`src/rtl/rr_bus_arbiter.sv`:
```
// Round-robin arbiter sharing one memory port between NUM_CORES cores.
// One owner per tenure, optional hold limit, at least one idle cycle between tenures.
module rr_bus_arbiter #(
    parameter  int NUM_CORES = 2,
    parameter  int ADDR_W    = 9,
    parameter  int DATA_W    = 8,
    parameter  int MAX_HOLD  = 0,
    localparam int ID_W      = (NUM_CORES > 1) ? $clog2(NUM_CORES) : 1
) (
    input  logic                        clk_i,
    input  logic                        reset_i,
    input  logic [NUM_CORES-1:0]        core_request_i,
    output logic [NUM_CORES-1:0]        core_grant_o,
    input  logic [NUM_CORES-1:0]        core_rw_i,
    input  logic [NUM_CORES*ADDR_W-1:0] core_address_i,
    input  logic [NUM_CORES*DATA_W-1:0] core_data_in_i,
    output logic [NUM_CORES*DATA_W-1:0] core_data_out_o,
    output logic [ADDR_W-1:0]           ram_address_o,
    output logic [DATA_W-1:0]           ram_data_in_o,
    input  logic [DATA_W-1:0]           ram_data_out_i,
    output logic                        ram_rw_o,
    output logic                        bus_busy_o,
    output logic [ID_W-1:0]             owner_id_o,
    output logic                        hold_timeout_o
);

    localparam int CNT_W = (MAX_HOLD > 1) ? $clog2(MAX_HOLD) : 1;
    localparam logic [CNT_W-1:0] HOLD_LAST = CNT_W'((MAX_HOLD > 0) ? MAX_HOLD - 1 : 0);
    localparam logic [ID_W-1:0]  LAST_RST  = ID_W'(NUM_CORES - 1);

    typedef enum logic {
        ST_IDLE = 1'b0,
        ST_BUSY = 1'b1
    } state_t;

    state_t                 state_q, state_d;
    logic [ID_W-1:0]        owner_q, owner_d;
    logic [ID_W-1:0]        last_q, last_d;
    logic [CNT_W-1:0]       hold_cnt_q, hold_cnt_d;
    logic [NUM_CORES-1:0]   grant_q, grant_d;

    logic                   pick_valid;
    logic [ID_W-1:0]        pick_id;
    logic [ID_W-1:0]        scan_id;
    logic                   owner_req;
    logic                   cut_by_hold;

    // Search starts just after the previous owner so every requester gets a turn.
    always_comb begin
        pick_valid = 1'b0;
        pick_id    = '0;
        scan_id    = '0;
        for (int off = 1; off <= NUM_CORES; off++) begin
            if (int'(last_q) + off >= NUM_CORES) begin
                scan_id = ID_W'(int'(last_q) + off - NUM_CORES);
            end else begin
                scan_id = ID_W'(int'(last_q) + off);
            end
            if (!pick_valid && core_request_i[scan_id]) begin
                pick_valid = 1'b1;
                pick_id    = scan_id;
            end
        end
    end

    assign owner_req   = core_request_i[owner_q];
    assign cut_by_hold = (state_q == ST_BUSY) && (MAX_HOLD != 0) &&
                         (hold_cnt_q == HOLD_LAST) && owner_req;

    always_comb begin
        state_d    = state_q;
        owner_d    = owner_q;
        last_d     = last_q;
        hold_cnt_d = hold_cnt_q;
        grant_d    = grant_q;
        case (state_q)
            ST_IDLE: begin
                if (pick_valid) begin
                    state_d    = ST_BUSY;
                    owner_d    = pick_id;
                    hold_cnt_d = '0;
                    grant_d    = NUM_CORES'(1) << pick_id;
                end
            end
            ST_BUSY: begin
                if (!owner_req || cut_by_hold) begin
                    state_d = ST_IDLE;
                    grant_d = '0;
                    last_d  = owner_q;
                end else if ((MAX_HOLD != 0) && (hold_cnt_q != HOLD_LAST)) begin
                    hold_cnt_d = hold_cnt_q + CNT_W'(1);
                end
            end
            default: begin
                state_d = ST_IDLE;
                grant_d = '0;
            end
        endcase
    end

    always_ff @(posedge clk_i) begin
        if (reset_i) begin
            state_q    <= ST_IDLE;
            owner_q    <= '0;
            last_q     <= LAST_RST;
            hold_cnt_q <= '0;
            grant_q    <= '0;
        end else begin
            state_q    <= state_d;
            owner_q    <= owner_d;
            last_q     <= last_d;
            hold_cnt_q <= hold_cnt_d;
            grant_q    <= grant_d;
        end
    end

    assign core_grant_o   = grant_q;
    assign bus_busy_o     = (state_q == ST_BUSY);
    assign owner_id_o     = owner_q;
    assign hold_timeout_o = cut_by_hold;

    // Idle bus drives zeros so memory never sees a stray write.
    always_comb begin
        ram_address_o   = '0;
        ram_data_in_o   = '0;
        ram_rw_o        = 1'b0;
        core_data_out_o = '0;
        if (state_q == ST_BUSY) begin
            ram_address_o = core_address_i[owner_q*ADDR_W +: ADDR_W];
            ram_data_in_o = core_data_in_i[owner_q*DATA_W +: DATA_W];
            ram_rw_o      = core_rw_i[owner_q];
            core_data_out_o[owner_q*DATA_W +: DATA_W] = ram_data_out_i;
        end
    end

endmodule

```
`config.mk`:
```
export PLATFORM = sky130hd
export DESIGN_NAME = rr_bus_arbiter
export DESIGN_NICKNAME = d
export VERILOG_FILES = /design/src/rtl/rr_bus_arbiter.sv
export SDC_FILE = /design/constraint.sdc
export NUM_CORES = 1
export LEC_CHECK = 0
export CORE_ASPECT_RATIO = 2
export CORE_UTILIZATION = 23
export CTS_CLUSTER_DIAMETER = 150
export DETAILED_ROUTE_END_ITERATION = 10
export PLACE_DENSITY_LB_ADDON = 0.1
export SYNTH_ARGS = -nofsm -noshare
export SYNTH_HDL_FRONTEND = slang
export SYNTH_SLANG_ARGS = --single-unit
```
`constraint.sdc`:
```
create_clock -name clk_i -period 0.9 [get_ports clk_i]
set_input_delay 0.09 -clock clk_i [delete_from_list [all_inputs] [get_ports clk_i]]
set_output_delay 0.09 -clock clk_i [all_outputs]
set_load 0.1 [all_outputs]
```
# After elaboration in Yosys (flattened, before gate mapping)

Cells that the tools add are included.

Add/subtract/negate cells: 5
$mul: 1
Magnitude comparators: 5
Eq/ne operators: 2
Shift-type cells: 5
Multiplexer cells: 24
Bitwise gates (word level): 3
Reduce and logical (&&, ||, !) cells: 5

Operators with widths:

| cell                                                               | count |
|---|---|
| negator 4 -> 34 bit                                                | 1 |
| variable shift 8 x 34 -> 16 bit (first input constant)             | 1 |
| indexed part select 8 x 34 -> 16 bit                               | 1 |
| indexed part select 18 x 6 -> 9 bit                                | 1 |
| two-way mux 1 bit                                                  | 17 |
| AND 16 bit                                                         | 1 |
| two-way mux 16 bit                                                 | 1 |
| indexed part select 16 x 5 -> 8 bit                                | 1 |
| two-way mux 9 bit                                                  | 1 |
| two-way mux 8 bit                                                  | 1 |
| < comparator 1 x 2 -> 1 bit (second input constant)                | 3 |
| AND reduction 2 bit                                                | 3 |
| multiplier 1 x 4 -> 5 bit (second input constant)                  | 1 |
| two-way mux 2 bit                                                  | 2 |
| inequality test 2 bit (second input constant)                      | 2 |
| case mux 2 bit (2 select lines)                                    | 1 |
| adder 1 x 2 -> 3 bit (second input constant)                       | 1 |
| greater-or-equal comparator 3 x 2 -> 1 bit (second input constant) | 1 |
| adder 1 x 1 -> 2 bit (second input constant)                       | 1 |
| greater-or-equal comparator 2 bit (second input constant)          | 1 |
| inverter 1 bit                                                     | 2 |
| case mux 1 bit (2 select lines)                                    | 1 |
| << shifter 1 x 1 -> 2 bit (first input constant)                   | 1 |
| subtractor 1 bit (second input constant)                           | 2 |
| 2 further kinds                                                    | 2 |

Flip-flop bits (word level): 5
Bits of input ports: 48

# Longest topological paths before layout

Gate-level depths: netlist (run 1).

Depth after elaboration: 12
Gate-level depth with buffers: 4
Gate-level depth less buffers: 3

# Least setup slack after synthesis (run 1)

OpenSTA, ideal clock, no wires.

Kind: reg2out
From: reg state_q (netlist: bus_busy_o)
To: out ram_address_o[7]
Arrival time: 2.838 ns
Required time: 0.810 ns
Path slack: -2.028 ns
Cell stages (with the launch flop): 4
Cell sequence: dfxtp_1 -> buf_2 -> clkbuf_1 -> nor2b_1

Word-level cells in the longest chain between the ends: 1

RTL lines:

| item                     | RTL line | source |
|---|---|---|
| start: declaration       | 36       | `state_t state_q, state_d;` |
| start signal: assignment | 109      | `state_q <= state_d;` |
| two-way mux 9 bit        | 128      | `if (state_q == ST_BUSY) begin` |
| end: declaration         | 18       | `output logic [ADDR_W-1:0] ram_address_o,` |

Every way passes these cells.

# Worst setup path in the final report (run 1)

From: reg owner_q (netlist: owner_id_o)
To: out ram_address_o[3]

Word-level cells in the longest chain between the ends: 3

RTL lines:

| item                                | RTL line | source |
|---|---|---|
| start: declaration                  | 37       | `logic [ID_W-1:0] owner_q, owner_d;` |
| start signal: assignment            | 110      | `owner_q <= owner_d;` |
| multiplier 1 x 4 -> 5 bit           | 129      | `ram_address_o = core_address_i[owner_q*ADDR_W +: ADDR_W];` |
| indexed part select 18 x 6 -> 9 bit | 129      |  |
| two-way mux 9 bit                   | 128      |  |

Every way passes these cells.

==> summary.txt, run 1 <==
========================================================================================
Top cells by area, synth                                                    sky130_fd_sc_hd__mux2i_1, sky130_fd_sc_hd__nor2b_1, sky130_fd_sc_hd__dfxtp_1
Chip height                                                                 79.8 microns
Setup_tns                                                                      -16440 ps
Crit share post-route                                                               156%
Synth area leader                                                           sky130_fd_sc_hd__mux2i_1
DRT Wirelength                                                                   3.94 mm
Maximum VDD drop                                                              0.000875 V
Post-synth cell types                                                                 25
Total half-perimeter wirelength after legalization and detailed placement        2.73 mm
Number of hold buffers added after CTS                                                 0
Setup repair after global routing missed its margin                                 true
Routed length per instance                                                  18.8 microns
Count of routing violations after the opening detailed-route iteration                12
Antenna-violating nets left                                                            0
Ports placed on the boundary                                                          87
First-pass detailed-route iteration total                                              4
Initial core utilization                                                           24.8%
Clock period minus final worst setup slack                                       1400 ps
Combined area of all synthesized cells                                         696 sq um
Final Hold Violating Endpoints                                                         0
Drt drc                                                                                0
Total of fill cells in the finished design                                           119
Setup violators final                                                                 41
CP Depth                                                                               4
Number of H-tree levels                                                                1
Startpoint type of the worst setup path                                        flip-flop
Std-Cell Core Area                                                            2800 sq um
Top library cells by usage in the layout, fill and taps aside               sky130_fd_sc_hd__clkdlybuf4s50_1, sky130_fd_sc_hd__buf_12, sky130_fd_sc_hd__nor2b_4
Die area                                                                      3260 sq um
Worst min-delay path category                                               input port to flip-flop
Global-route wire length before repair                                           5.49 mm
Residual overflow from global routing                                                  0
Area share of the largest cell type after synthesis                                25.9%
CTS clock-pin slew for the worst setup and hold paths                              40 ps
Post-route worst setup slack                                                     -504 ps
Placed instance area                                                          2230 sq um
Critical-path top delay cell                                                sky130_fd_sc_hd__dfxtp_4
CP Data Required Time                                                             810 ps
Most common cell after layout, fill and taps aside                          sky130_fd_sc_hd__clkdlybuf4s50_1
Run status                                                                  finished with violations
CP delay by family, top                                                       flip-flops
Chip Width                                                                  40.9 microns
Latest clock arrival within the worst-skew pair                                   230 ps
Worst slack at placement                                                         -354 ps
Cts bufs inserted                                                                      3
Antenna violations before repair                                                       0
Max Slew Vio Count                                                                     0
R2r startpoint                                                              owner_id_o$_SDFFE_PP0P_
Nets@finish                                                                          230
Setup CP Type                                                               flip-flop to output pin
Worst r2r dst                                                               core_grant_o[1]$_SDFFE_PP0P_
Critical Path AT                                                                 1310 ps
Total of max-cap violations                                                            0
Highest clock rate                                                               712 MHz
Mapped Cells                                                                          89
Top cell by count, worst path                                               sky130_fd_sc_hd__buf_12
Count of antenna diodes in the layout                                                  0
Leakage power of the design                                                     0.955 nW
Cell Chain, Critical Path                                                   buf_12 > mux2i_2 > nor2b_4 > buf_12
Capturing element type of the critical path                                   output pin
CTS sink count                                                                         5
Start point of the critical path                                            owner_id_o$_SDFFE_PP0P_
Seq. cell area                                                                 110 sq um
Post-synthesis sequential element count                                                5
Routability Congestion                                                             0.907
End point of the critical path                                              ram_address_o[3]
Total area of multi-input combinational cells                                  912 sq um
Worst stage delay on the critical path                                            400 ps
Root Driver                                                                 sky130_fd_sc_hd__clkbuf_8
Mean Syn Cell Area                                                            7.82 sq um
Overall track demand over capacity in global routing                               24.7%
Relative area change from synthesis to final layout                                 259%
Buffers from clock root to sink, at most                                               2
Crit Path Max Fanout                                                                   8
Fraction of the core area covered by cells at the end of the flow                  89.1%
Worst reg-to-reg path cell count                                                       5
Number of buffers and inverters on the critical path                                   2
Clock tree skew after final layout                                               1.28 ps
Vias in the first global route                                                      1171
FF-to-FF setup slack                                                             -400 ps
Violations in the final reports                                             negative setup slack
Final std cell area, no fill                                                  2500 sq um
Synthesized netlist net count                                                        137
Avg Vias per Cell                                                                   4.98
Via Count                                                                           1045
Layout cells sized above 1                                                         64.1%
Warning count from the yosys run                                                       0
Part of the Yosys area used for sequential elements                                14.4%
Quantity of I/O buffers inserted on ports                                             85
Power per Cell Area                                                         1120 nW/um^2
Clock tree from TritonCTS                                                            yes
# rows                                                                                27
Pin count of the biggest net entering global routing                                  16
Hold_sp                                                                     core_request_i[1]
========================================================================================
-- Yosys cell counts --
cell type / n
sky130_fd_sc_hd__o21ai_1: 1
sky130_fd_sc_hd__dfxtp_1: 5
sky130_fd_sc_hd__a21oi_1: 3
sky130_fd_sc_hd__and2_1: 8
sky130_fd_sc_hd__nand3_1: 2
sky130_fd_sc_hd__conb_1: 1
sky130_fd_sc_hd__mux2i_1: 18
sky130_fd_sc_hd__o21ai_0: 1
sky130_fd_sc_hd__buf_2: 1
sky130_fd_sc_hd__inv_1: 2
sky130_fd_sc_hd__nor2b_1: 19
sky130_fd_sc_hd__mux2_4: 1
sky130_fd_sc_hd__inv_2: 1
sky130_fd_sc_hd__a31oi_1: 2
sky130_fd_sc_hd__o21bai_1: 1
sky130_fd_sc_hd__a221oi_2: 1
sky130_fd_sc_hd__and3_1: 8
sky130_fd_sc_hd__nor2b_2: 1
sky130_fd_sc_hd__buf_4: 3
sky130_fd_sc_hd__a211o_1: 1
sky130_fd_sc_hd__nor2_1: 2
sky130_fd_sc_hd__buf_6: 2
sky130_fd_sc_hd__nand2_1: 2
sky130_fd_sc_hd__clkbuf_1: 2
sky130_fd_sc_hd__nand2b_1: 1
-- metal layers --
metal | vias to the layer above | global-route usage [%] | share of wire, %
li1 | 485 | - | -
met1 | 487 | 19.1 | 27
met2 | 63 | 50.8 | 65
met3 | 10 | 3.06 | 6.3
met4 | 0 | 9.33 | 2.6
met5 | - | 0 | 0
-- report_power, final --
group	total (mW)	leakage (nW)	switching [mW]	internal (mW)
sequential	0.281	0.0434	0.0365	0.244
clock	0.439	0.0228	0.133	0.306
combinational	2.08	0.889	1.15	0.928
total	2.80	0.955	1.32	1.48
-- state kept, by name (all words and copies together), names as in the netlist --
| register | flops |
|---|---|
| bus_busy_o | 1 |
| core_grant_o | 2 |
| owner_id_o | 1 |
| last_q | 1 |
-- worst register-to-register path: stages (launching register included) --
cell                      delay [ps]
sky130_fd_sc_hd__dfxtp_4         400
sky130_fd_sc_hd__buf_12          170
sky130_fd_sc_hd__buf_8           120
sky130_fd_sc_hd__mux2_4          330
sky130_fd_sc_hd__nand3_2          90
sky130_fd_sc_hd__a31oi_1          70
-- final cells by class --
cell class,count,share of cell area [%]
repair buffers,96,55.4
flip-flops and latches,5,4.41
inverters,3,0.451
well taps,29,1.45
clock buffers,4,1.80
multi-input cells,73,36.5
-- cells by family after synthesis --
logic type	after synthesis	share of synthesized area [%]
flip-flops	5	14.4
multiplexers	19	28.1
AND/OR/NAND/NOR	43	37.2
AO/OA/AOI/OAI	10	9.89
buffers and inverters	11	9.89
other	1	0.539
-- per-stage QoR --
stage	hold WS, ps	std cells	power [mW]
floorplan	147	89	1.43
global placement	485	204	2.14
detailed placement	508	204	2.17
CTS	360	210	2.76
global route	401	210	2.89
finish	383	210	2.80
-- how the worst min path moves through the flow --
stage	end	slack (ps)	depth (start not counted)
after floorplan	bus_busy_o$_SDFF_PP0_	150	1
after global placement	core_grant_o[0]$_SDFFE_PP0P_	490	2
after detailed placement	core_grant_o[0]$_SDFFE_PP0P_	510	2
after CTS	core_grant_o[0]$_SDFFE_PP0P_	360	4
after global routing	core_grant_o[0]$_SDFFE_PP0P_	400	4
final	core_grant_o[0]$_SDFFE_PP0P_	380	4
-- timing repair --
| item | 4_1_cts | 5_1_grt |
|---|---|---|
| gates resized for setup | 37 | 5 |
| endpoints found under the setup margin | 41 | 41 |
| setup buffers | 2 | 0 |
| pin swaps | 7 | 0 |
| gates cloned | 0 | 0 |
| endpoints found under the hold margin | 0 | 0 |
Note: power is estimated with default switching activity, not from simulation.
==> run 2, diff against run 1 <==
--- a/config.mk
+++ b/config.mk
@@ -6,6 +6,7 @@
 export NUM_CORES = 1
 export LEC_CHECK = 0
 export CORE_ASPECT_RATIO = 2
+export CORE_MARGIN = 3
 export CORE_UTILIZATION = 23
 export CTS_CLUSTER_DIAMETER = 150
 export DETAILED_ROUTE_END_ITERATION = 10
==> run 2 against run 1 <==
  * The flow still finishes with violations (negative setup slack)
  * Via count grew 3.8%
  * Wire length increased by 3.4%
  * Sequential share of layout area is essentially flat
  * Worst hold slack better by 150 ps
  * Setup slack improved by 1.2 ps
  * Design area grew 1.7%
  * Sequential power hardly changed
  * Highest routed layer unchanged
==> summary.txt, run 2 (synthesized netlist as in run 1, its figures left out) <==
========================================================================================
Count of routing violations after the opening detailed-route iteration                11   -1
Vias in the first global route                                                      1156   -1.3%
Number of flip-flops in the largest register                                           2   unchanged
Cell Chain, Critical Path                                                   buf_12 > nor2b_4 > buf_6 > and2_4 > buf_12
Residual overflow from global routing                                                  0   unchanged
Maximum VDD drop                                                               0.00127 V   +45%
Antenna violations before repair                                                       0   unchanged
Hold path endpoint                                                          core_grant_o[1]$_SDFFE_PP0P_
Quantity of I/O buffers inserted on ports                                             85   unchanged
Relative area change from synthesis to final layout                                 265%
Top cell by count, worst path                                               sky130_fd_sc_hd__buf_12
Crit share post-route                                                               156%   about the same
Initial core utilization                                                           24.5%   -0.30 points
Critical Path AT                                                                 1310 ps   about the same
Total of fill cells in the finished design                                           112   -5.9%
Chip Width                                                                  44.9 microns   +9.8%
CP delay by family, top                                                     buffers and inverters
R2r startpoint                                                              owner_id_o$_SDFFE_PP0P_
Fraction of the core area covered by cells at the end of the flow                  89.6%   +0.44 points
Number of H-tree levels                                                                1   unchanged
Capturing element type of the critical path                                   output pin
Crit Path Max Fanout                                                                  15   +7
Final Hold Violating Endpoints                                                         0   unchanged
CTS clock-pin slew for the worst setup and hold paths                              40 ps   about the same
Power per Cell Area                                                         1110 nW/um^2   -1.3%
Clock power share                                                                  14.9%   -0.8 points
Setup_tns                                                                      -17240 ps   -797 ps
Total of max-cap violations                                                            0   unchanged
Number of hold buffers added after CTS                                                 0   unchanged
Setup CP Type                                                               flip-flop to output pin
Antenna-violating nets left                                                            0   unchanged
Via Count                                                                           1085   +3.8%
Pin count of the biggest net entering global routing                                  16   unchanged
CTS sink count                                                                         5   unchanged
Highest clock rate                                                               713 MHz   about the same
Part of the total power dissipated in sequential elements                           9.9%   about the same
First-pass detailed-route iteration total                                              4   unchanged
Setup repair after global routing missed its margin                                 true
Critical-path top delay cell                                                sky130_fd_sc_hd__dfxtp_4
Number of buffers and inverters on the critical path                                   3   +1
Worst slack at placement                                                         -324 ps   +30.2 ps
Drt drc                                                                                0   unchanged
Routability Congestion                                                             0.754   -17%
Clock tree skew after final layout                                               3.07 ps   +1.80 ps
Net switching power                                                              1.31 mW   -0.68%
Global-route wire length before repair                                           5.69 mm   +3.6%
Cts bufs inserted                                                                      3   unchanged
Combinational fraction of design power                                             75.1%   +0.8 points
Final std cell area, no fill                                                  2540 sq um   +1.7%
Peak-usage layer in the global routing report                                       met2
Overall track demand over capacity in global routing                               19.7%   -5.0 points
Total design power                                                               2.81 mW   +0.39%
Run status                                                                  finished with violations
Nets@finish                                                                          238   +3.5%
Met2 GRT Util                                                                      35.0%   -16 points
Ports placed on the boundary                                                          87   unchanged
Setup violators final                                                                 41   unchanged
Root Driver                                                                 sky130_fd_sc_hd__clkbuf_8
Placed instance area                                                          2220 sq um   -0.11%
Top library cells by usage in the layout, fill and taps aside               sky130_fd_sc_hd__clkdlybuf4s50_1, sky130_fd_sc_hd__buf_12, sky130_fd_sc_hd__nor2b_4
Avg Vias per Cell                                                                   4.98   about the same
Worst min-delay path category                                               flip-flop to flip-flop
Most common cell after layout, fill and taps aside                          sky130_fd_sc_hd__clkdlybuf4s50_1
Worst r2r dst                                                               core_grant_o[0]$_SDFFE_PP0P_
Number of instances on the worst hold path                                             2   -2
Chip height                                                                 83.8 microns   +5.0%
FF-to-FF setup slack                                                             -300 ps   +100 ps
Leakage power of the design                                                     0.997 nW   +4.4%
Startpoint type of the worst setup path                                        flip-flop
Die area                                                                      3760 sq um   +15%
Start point of the critical path                                            owner_id_o$_SDFFE_PP0P_
Switching portion of total power                                                   46.7%   -0.50 points
GR Layer Usage met1                                                                22.3%   +3.2 points
# rows                                                                                27   unchanged
Layout cells sized above 1                                                         66.7%   +2.6 points
Worst reg-to-reg path cell count                                                       4   -1
Hold_sp                                                                     core_grant_o[1]$_SDFFE_PP0P_
Routed length per instance                                                  18.7 microns   -0.39%
Clock tree from TritonCTS                                                            yes
CP Data Required Time                                                             810 ps   about the same
Latest clock arrival within the worst-skew pair                                   220 ps   about the same
Violations in the final reports                                             negative setup slack
Total half-perimeter wirelength after legalization and detailed placement        2.86 mm   +4.5%
Max Slew Vio Count                                                                     0   unchanged
Worst stage delay on the critical path                                            360 ps   -40 ps
DRT Wirelength                                                                   4.07 mm   +3.4%
Post-route worst setup slack                                                     -503 ps   +1.19 ps
Std-Cell Core Area                                                            2840 sq um   +1.2%
Buffers from clock root to sink, at most                                               2   unchanged
Clock period minus final worst setup slack                                       1400 ps   -1.19 ps
Met3 usage in global routing                                                       3.67%   +0.61 points
Count of antenna diodes in the layout                                                  0   unchanged
Internal power summed over all cells                                             1.50 mW   +1.3%
========================================================================================
[run 2: tightest hold or removal path, delay by kind of cell (launching register included)]
| family | cells | cell delay [ps] |
|---|---|---|
| flops | 1 | 340 |
| compound gates | 1 | 80 |
| simple gates | 1 | 60 |
[run 2: cell type report]
cell class	count	area, sq um	area share, %
inverter	3	11.3	0.443
timing repair buffer	104	1430	56.1
sequential	5	113	4.43
tap	29	36.3	1.43
multi-input combinational	73	911	35.8
clock buffer	4	45.0	1.77
[run 2: power groups by stage]
stage / Clock, mW / Combinational (mW) / Sequential, mW
after global placement: 0 / 1.86 / 0.272
after detailed placement: 0 / 1.89 / 0.275
final: 0.420 / 2.11 / 0.279
after global routing: 0.453 / 2.18 / 0.282
after floorplan: 0 / 1.06 / 0.369
after CTS: 0.433 / 2.00 / 0.275
[run 2: layer usage]
| metal | part of all wire (%) | wire, microns | vias up |
|---|---|---|---|
| met5 | 0 | 0 | - |
| met4 | 1.6 | 65 | 0 |
| met3 | 6.5 | 264 | 5 |
| met2 | 60 | 2460 | 55 |
| met1 | 31 | 1280 | 524 |
| li1 | - | - | 501 |
[run 2: through the flow]
| step | hold WS (ps) | instances |
|---|---|---|
| floorplan | 147 | 89 |
| global placement | 497 | 207 |
| detailed placement | 516 | 207 |
| CTS | 518 | 212 |
| global route | 553 | 218 |
| finish | 536 | 218 |
[run 2: repair_timing]
| item | 4_1_cts | 5_1_grt |
|---|---|---|
| setup endpoints to repair | 41 | 42 |
| buffers inserted | 1 | 6 |
| resized for setup | 25 | 21 |
| hold endpoints to repair | 0 | 0 |
| pin swaps | 1 | 5 |
[run 2: worst max-delay path by stage]
stage / depth (start not counted) / to / slack, ps
2_1_floorplan: 3 / ram_address_o[0] / -560
3_3_place_gp: 4 / core_grant_o[1]$_SDFFE_PP0P_ / -290
3_5_place_dp: 4 / core_grant_o[1]$_SDFFE_PP0P_ / -320
4_1_cts: 5 / core_data_out_o[7] / -490
5_1_grt: 4 / ram_rw_o / -540
6_report: 5 / core_data_out_o[6] / -500
==> run 3, diff against run 2 <==
--- a/config.mk
+++ b/config.mk
@@ -5,6 +5,7 @@
 export SDC_FILE = /design/constraint.sdc
 export NUM_CORES = 1
 export LEC_CHECK = 0
+export CAP_MARGIN = 20
 export CORE_ASPECT_RATIO = 2
 export CORE_MARGIN = 3
 export CORE_UTILIZATION = 23
==> results of run 3 <==
Final layout, timing and power as in run 2 (identical DEF).
==> RTL edit (flow settings as in run 3) <==
Set the parameter `ADDR_W` to 10 (it was 9).
--- a/src/rtl/rr_bus_arbiter.sv
+++ b/src/rtl/rr_bus_arbiter.sv
@@ -2,7 +2,7 @@
 // One owner per tenure, optional hold limit, at least one idle cycle between tenures.
 module rr_bus_arbiter #(
     parameter  int NUM_CORES = 2,
-    parameter  int ADDR_W    = 9,
+    parameter  int ADDR_W    = 10,
     parameter  int DATA_W    = 8,
     parameter  int MAX_HOLD  = 0,
     localparam int ID_W      = (NUM_CORES > 1) ? $clog2(NUM_CORES) : 1
Ports: changed (resized core_address_i and ram_address_o); port bits go from 87 to 90. No check against the original RTL was run, so the function may have changed too.
==> RTL edit against run 3 <==
- synthesized area grew 5.4%
- highest routed layer unchanged
- sequential power barely moved
- wire length is 2.4% lower
- sequential share of layout area fell by 0.26 points
- the run still ends with setup timing left
- design area rose by 3.9%
- setup slack about the same
- synthesized cell count up 3.4%
- critical path depth is 1 lower
- non-clock buffer count grew 2
- total power increased by 2.8%
- via count fell by 1.2%
- register-to-register slack got worse by 100 ps
- sequential cell count did not move
- critical path type unchanged
- critical endpoint is now ram_data_in_o[2]
- core utilization shrank 1.9 points
==> RTL edit: results (changes against run 3) <==
metric,value,unit,change
status,finished with violations,,unchanged
violated checks,setup timing,,unchanged
hold worst-path end,core_grant_o[0]$_SDFFE_PP0P_,,was core_grant_o[1]$_SDFFE_PP0P_
worst min-delay path class,input pin to register,,was register to register
post-synthesis instance total,92,,was 89
"top cells by count, synth","nor2b_1 (20), mux2i_1 (19), and2_1 (8), and3_1 (8), dfxtp_1 (5)",,"was nor2b_1 (19), mux2i_1 (18), and2_1 (8), and3_1 (8), dfxtp_1 (5)"
Hold Path Cell Cnt,4,,was 2
Fill cells,138,,was 112
Total Nets Final,244,,was 238
Layout Skew,2.59,ps,was 3.07 ps
vias in the first global route,1204,,"was 1,156"
Synth Area in Compound Gates,0.0990,,was 0.0989
placed insts,212,,was 207
post-synthesis mux area share,0.280,,was 0.281
Setup WS post-layout,-502,ps,was -503 ps
"worst slack, placed",-323,ps,was -324 ps
Finished Layout Cells,223,,was 218
crit path max fanout,9,,was 15
maximum vdd drop,1.14,mV,was 1.27 mV
port buffer count,88,,was 85
"Seq/Total Area, Yosys",0.137,,was 0.144
first-pass GRT wire length,5960,microns,was 5690 microns
Iter 0 DRT Violations,9,,was 11
Routed WL,3970,microns,was 4070 microns
R2R cell count,5,,was 4
Reg2Reg Setup Slack,-400,ps,was -300 ps
Syn Nets,142,,was 137
"top cells by area, synth","mux2i_1 (26%), nor2b_1 (17%), dfxtp_1 (14%), and2_1 (6.8%), and3_1 (6.8%)",,"was mux2i_1 (26%), nor2b_1 (17%), dfxtp_1 (14%), and2_1 (7.2%), and3_1 (7.2%)"
maximum number of pins on one net before global-route repair,13,,was 16
Placed Area,2370,sq um,was 2220 sq um
layout cells sized above 1,0.658,,was 0.667
Pleak,1.02,nW,was 0.997 nW
max FFs per register,2,,unchanged
final setup fails,42,,was 41
Total Routing Usage GR,0.203,,was 0.197
Hold Crit Start,core_request_i[1],,was core_grant_o[1]$_SDFFE_PP0P_
HPWL after DPL,3110,microns,was 2860 microns
reg2reg end,core_grant_o[1]$_SDFFE_PP0P_,,was core_grant_o[0]$_SDFFE_PP0P_
post-synthesis xor/xnor area fraction,0,,unchanged
Final Wtd Congestion,0.798,,was 0.754
Via-to-Cell Ratio,4.81,,was 4.98
## RTL edit: cell types whose count changed in the layout (fill, tap and decap cells not counted), sizes merged
cell,delta
dlymetal6s2s,+1
clkdlybuf4s50,+1
and2b,+1
mux2i,+1
## RTL edit: where the power goes
group	internal [mW]	switching [mW]	leakage (nW)
Clock	0.305	0.120	0.0228
Sequential	0.244	0.0359	0.0434
Combinational	0.989	1.20	0.957
## RTL edit: repair_timing
action                                  in CTS  in global routing
gates resized for setup                     18                  5
endpoints found under the hold margin        0                  0
buffers inserted                             5                  2
endpoints found under the setup margin      42                 42
## RTL edit: kinds of logic (layout without fill, tap and decap cells)
group,after synthesis,after routing
muxes,20,20
other,1,1
buffers and inverters,12,113
and+or+nand+nor,44,44
DFF,5,5
AOI/OAI and AO/OA,10,10
## RTL edit: area by class of cell
type                       instances  area [sq um]  share of cell area
clock buffer                       4          45.0              0.0171
inverter                           3          11.3             0.00426
multi-input combinational         75           980               0.371
sequential                         5           110              0.0417
tap                               30          37.5              0.0142
timing repair buffer             106          1460               0.552
## RTL edit: worst max path at each step
stage | slack (ps) | start | end | cells past startpoint
final | -500 | owner_id_o$_SDFFE_PP0P_ | ram_data_in_o[2] | 4
after CTS | -500 | owner_id_o$_SDFFE_PP0P_ | ram_address_o[9] | 4
after floorplan | -620 | owner_id_o$_SDFFE_PP0P_ | ram_address_o[0] | 4
after global placement | -300 | owner_id_o$_SDFFE_PP0P_ | core_grant_o[1]$_SDFFE_PP0P_ | 4
after detailed placement | -320 | owner_id_o$_SDFFE_PP0P_ | core_grant_o[0]$_SDFFE_PP0P_ | 4
after global routing | -540 | owner_id_o$_SDFFE_PP0P_ | ram_data_in_o[2] | 4
## RTL edit: critical path, cell delays in order, from the launching register on
cell	delay [ps]
dfxtp_4	410
buf_12	170
mux2i_4	270
nor2b_4	70
buf_12	160
## RTL edit: stage by stage
step	hold slack [ps]	setup TNS, ps
2_1_floorplan	147	-21040
3_3_place_gp	487	-9450
3_5_place_dp	495	-10110
4_1_cts	511	-17380
5_1_grt	300	-19420
6_report	275	-17710
## RTL edit: routing by layer
layer  up-vias  GRT usage  share of wire
li1        511          -              -
met4         0     0.0570          0.021
met3         6     0.0504          0.075
met1       500      0.191           0.28
met5         -          0              0
met2        55      0.393           0.62
